$ cat src/rtl/regfile_ctrl_unit.sv
// 32x32 register file with combinational reads plus single-cycle instruction decode.
// Optional macro RF_BYPASS_EN forwards a same-cycle write to the read ports.
module regfile_ctrl_unit (
    input  logic        clk,
    input  logic        rst,
    input  logic [31:0] instruction,
    input  logic [31:0] write_data,
    output logic [5:0]  function_code,
    output logic [4:0]  shamt,
    output logic [20:0] constant,
    output logic [31:0] data1,
    output logic [31:0] data2,
    output logic        ALUSrc,
    output logic        ALUtoReg,
    output logic        reg_write,
    output logic        illegal
);

    localparam logic [5:0] OP_RTYPE = 6'h00;
    localparam logic [5:0] OP_IMM   = 6'h3F;
    localparam logic [5:0] OP_LOAD  = 6'h23;

    logic [5:0]  opcode;
    logic [4:0]  rd;
    logic [4:0]  rs1;
    logic [4:0]  rs2;
    logic [31:0] rf_reg [32];
    logic        funct_legal;
    logic [31:0] rd1_raw;
    logic [31:0] rd2_raw;

    assign opcode        = instruction[31:26];
    assign rd            = instruction[25:21];
    assign rs1           = instruction[20:16];
    assign rs2           = instruction[15:11];
    assign shamt         = instruction[10:6];
    assign function_code = instruction[5:0];
    assign constant      = instruction[20:0];

    always_comb begin
        case (function_code)
            6'h20, 6'h22, 6'h24, 6'h25, 6'h2A, 6'h00, 6'h02: funct_legal = 1'b1;
            default:                                         funct_legal = 1'b0;
        endcase
    end

    // Unsupported encodings fall through to the default: no write, illegal flagged.
    always_comb begin
        ALUSrc    = 1'b0;
        ALUtoReg  = 1'b0;
        reg_write = 1'b0;
        illegal   = 1'b1;
        case (opcode)
            OP_RTYPE: begin
                if (funct_legal) begin
                    ALUtoReg  = 1'b1;
                    reg_write = 1'b1;
                    illegal   = 1'b0;
                end
            end
            OP_IMM: begin
                ALUSrc    = 1'b1;
                ALUtoReg  = 1'b1;
                reg_write = 1'b1;
                illegal   = 1'b0;
            end
            OP_LOAD: begin
                ALUSrc    = 1'b1;
                reg_write = 1'b1;
                illegal   = 1'b0;
            end
            default: ;
        endcase
    end

    // Entry 0 is never written, so it holds its reset value; reads also force it to zero.
    always_ff @(posedge clk) begin
        if (rst) begin
            for (int i = 0; i < 32; i++) begin
                rf_reg[i] <= '0;
            end
        end else if (reg_write && (rd != 5'd0)) begin
            rf_reg[rd] <= write_data;
        end
    end

    assign rd1_raw = (rs1 == 5'd0) ? 32'h0 : rf_reg[rs1];
    assign rd2_raw = (rs2 == 5'd0) ? 32'h0 : rf_reg[rs2];

`ifdef RF_BYPASS_EN
    logic write_live;
    assign write_live = reg_write && (rd != 5'd0) && !rst;
    assign data1 = (write_live && (rs1 == rd)) ? write_data : rd1_raw;
    assign data2 = (write_live && (rs2 == rd)) ? write_data : rd2_raw;
`else
    assign data1 = rd1_raw;
    assign data2 = rd2_raw;
`endif

endmodule

$ cat config.mk
export PLATFORM = sky130hd
export DESIGN_NAME = regfile_ctrl_unit
export DESIGN_NICKNAME = d
export VERILOG_FILES = /design/src/rtl/regfile_ctrl_unit.sv
export SDC_FILE = /design/constraint.sdc
export NUM_CORES = 2
export LEC_CHECK = 0
export CAP_MARGIN = 10
export CORE_UTILIZATION = 30
export CTS_BUF_LIST = sky130_fd_sc_hd__clkbuf_16
export DETAILED_ROUTE_END_ITERATION = 10
export GPL_ROUTABILITY_DRIVEN = 1
export GPL_TIMING_DRIVEN = 0
export MAX_ROUTING_LAYER = met4
export SYNTH_ARGS = -nofsm -noshare
export SYNTH_HDL_FRONTEND = slang
export SYNTH_SLANG_ARGS = --single-unit
$ cat constraint.sdc
create_clock -name clk -period 10.8 [get_ports clk]
set_input_delay 1.62 -clock clk [delete_from_list [all_inputs] [get_ports clk]]
set_output_delay 1.62 -clock clk [all_outputs]
set_load 0.05 [all_outputs]
==> qor.yml <==
status:
  status: "completed"
timing:
  worst_slack_ns: 2.08
  period_share_pct: 80.8
  setup_viol: 0
  fin_setup_tns_ns: 0
  rsz0062_at_grt: "false"
  tightest_slew_ns: 1.45
  finalCriticalPeriod_ns: 8.72
  hold_viol: 0
  worst_slew_margin_rel_pct: 3.05
  slew_violations: 0
  fmax_ghz: 0.115
hold_path:
  hp-start: "rst"
  min_path_type: "input pin to flip-flop"
route:
  drt_wl_total_um: 323000
  detailroute.via_count: 49000
  drc: 0
  dr.pass1.iters: 8
  drt_iter0_markers: 9297
  wl_per_cell_um: 46.3
  ant_nets: 0
  vias_per_cell: 7.02
global_route:
  grt_first_pass_wirelength_um: 422000
  gr-usage-all-layers_pct: 33.4
  grt_overflow_total: 0
  grt_pass1_vias: 46600
  antenna_found_initial: 30
  grt_max_degree: 33
synth:
  synth_cell_type_count: 36
  ys_seq_area_share_pct: 53.1
  synthCells: 3927
  yosysWarnings: 0
  netlist_top_cells_area: "edfxtp_1 53%, mux4_2 17%, nor4_1 7.5%"
  synth_compound_area_share_pct: 5.02
  synth_top_cell_by_area: "edfxtp_1"
  syn_area_mm2: 0.0579
  synth_fa_ha_area_share_pct: 0
  postSynthAreaPerCell_um2: 14.7
  synth_top_family_by_area: "multiplexers"
  synth_edf_count: 1024
  synth_flop_cell: "edfxtp_1"
  yosys_register_bits: 1024
  synth_xor_xnor_area_share_pct: 0
  async_flop_share_pct: 0
  yosys-mux-area-fraction_pct: 20.9
  synthSimpleGateAreaFrac_pct: 16.1
  synth_top_area_share_pct: 53.1
floorplan:
  ios: 166
  start_util_pct: 30.3
  die_area_mm2: 0.195
  coreArea_mm2: 0.191
  die_y_um: 441
  die_w_um: 441
  core.rowCount: 160
pwr:
  cellPowerDensity_mw_per_mm2: 158
  clkPwrFrac_pct: 38.6
  combPwrFrac_pct: 18.3
  p_leak_nw: 19.6
  p_sw_share_pct: 30.7
  p_int_w: 0.00753
  ir_drop_v: 0.000134
  switchingPower_w: 0.00334
  seq_power_share_pct: 43.1
  power_w: 0.0109
place:
  dp_hpwl_um: 245000
  routabilityCongestion: 1.08
  pre_cts_ws_ns: 2.46
  io_buffers: 148
cells_and_area:
  area_growth_pct: 19.0
  fin_nets: 4394
  drive_gt1_share_pct: 30.6
  fill_cells: 18300
  largest_reg_flops: 1024
  utilization_pct: 36.1
clock_tree:
  numClockSinks: 1024
  hold_buffers: 0
  cts_max_path_buffers: 3
  cts_resized: 0
  htreeDepth: 3
  cts_tree: "built"
  cts_setup_buffers: 0
  clkTransAtPathRegs_ns: 0.07
  cts-root-buf: "clkbuf_16"
  cts_made_buffers: 117
worst_setup_path:
  worstPathArrival_ns: 7.10
  required_ns: 9.18
  cp-startpoint: "instruction[18]"
  cp-end-kind: "output pin"
  cp-start-kind: "input pin"
  worstSetupPathType: "input pin to output pin"
  cp_max_fo: 13
run:
  max_cap_violations: 0
-- power by group through the flow --
stage | Combinational [W] | Clock [W] | Sequential (W)
floorplan | 0.000975 | 0 | 0.00472
global placement | 0.00179 | 0 | 0.00478
detailed placement | 0.00187 | 0 | 0.00476
CTS | 0.00188 | 0.00413 | 0.00468
global route | 0.00196 | 0.00427 | 0.00470
finish | 0.00198 | 0.00420 | 0.00469
-- cells in the mapped netlist (2+ instances only) --
master	instances
buf_2	148
mux4_2	448
a311oi_1	64
nor4_2	300
o21ai_0	113
clkbuf_1	345
nor2_1	8
a211oi_1	64
nand2_1	162
or4_1	3
buf_1	36
a21oi_1	2
a22oi_1	64
buf_4	32
nand3_1	3
nand3b_1	3
and2_1	3
o2111ai_1	16
mux2i_1	129
edfxtp_1	1024
nor4_1	692
buf_6	34
nor2b_1	70
inv_1	5
or3b_2	2
or3_1	2
a221oi_1	48
nand2b_1	4
mux2_2	64
o31ai_1	31
or2_2	3
-- worst max-delay path, cell delays in order --
cell and delay (ns):
buf_2 0.67, buf_2 0.48, buf_2 0.47, mux2i_1 0.14
a221oi_1 1.06, o21ai_0 0.45, a311oi_1 1.17, clkdlybuf4s50_1 1.00
-- metrics by stage --
stage	cells	hold slack, ns	cell area, um^2
2_1_floorplan	3958	1.99	58000
3_3_place_gp	6617	2.82	62600
3_5_place_dp	6705	2.48	64700
4_1_cts	6927	1.68	68600
5_1_grt	6976	1.65	68900
6_report	6978	1.64	68900
-- routing by layer --
| metal | global-route usage, % | up-vias | wire [um] |
|---|---|---|---|
| met5 | - | - | 0 |
| met4 | 20.3 | 0 | 24800 |
| met3 | 13.2 | 1201 | 47500 |
| met2 | 49.8 | 4817 | 144000 |
| met1 | 37.6 | 25300 | 107000 |
| li1 | - | 17700 | - |
-- final timing paths --
kind,slack [ns],endpoint,depth (start not counted)
max,2.08,data1[13],8
min,1.64,rf_reg[0][30],1
-- area by class of cell --
cell class / count / area (um^2) / area share [%]
diodes: 36 / 90.1 / 0.131
plain buffers: 595 / 2800 / 4.06
clock buffers: 120 / 3000 / 4.36
clock inverters: 102 / 881 / 1.28
inverters: 5 / 18.8 / 0.0272
multi-input cells: 2334 / 24900 / 36.2
flip-flops and latches: 1024 / 30700 / 44.6
well taps: 2511 / 3140 / 4.56
repair buffers: 251 / 3310 / 4.80
-- cell families after synthesis --
group           count (synthesis)
simple gates                 1257
flops                        1024
mux                           641
buf+inv                       600
compound gates                404
other cells                     1
-- cells in the final DEF, fill, tap and decap left out, types with 48 or more instances in the layout --
cell / instances
mux4_2: 448
mux2i_1: 129
mux2_2: 64
o21ai_0: 113
a211oi_1: 64
edfxtp_1: 1024
a221oi_1: 48
nor4_2: 300
clkdlybuf4s50_1: 148
a311oi_1: 60
clkbuf_16: 121
buf_8: 65
a22oi_1: 64
clkbuf_1: 344
nor4_1: 692
nor2b_1: 70
buf_2: 152
nand2_1: 162
Note: power is estimated with default switching activity, not from simulation.
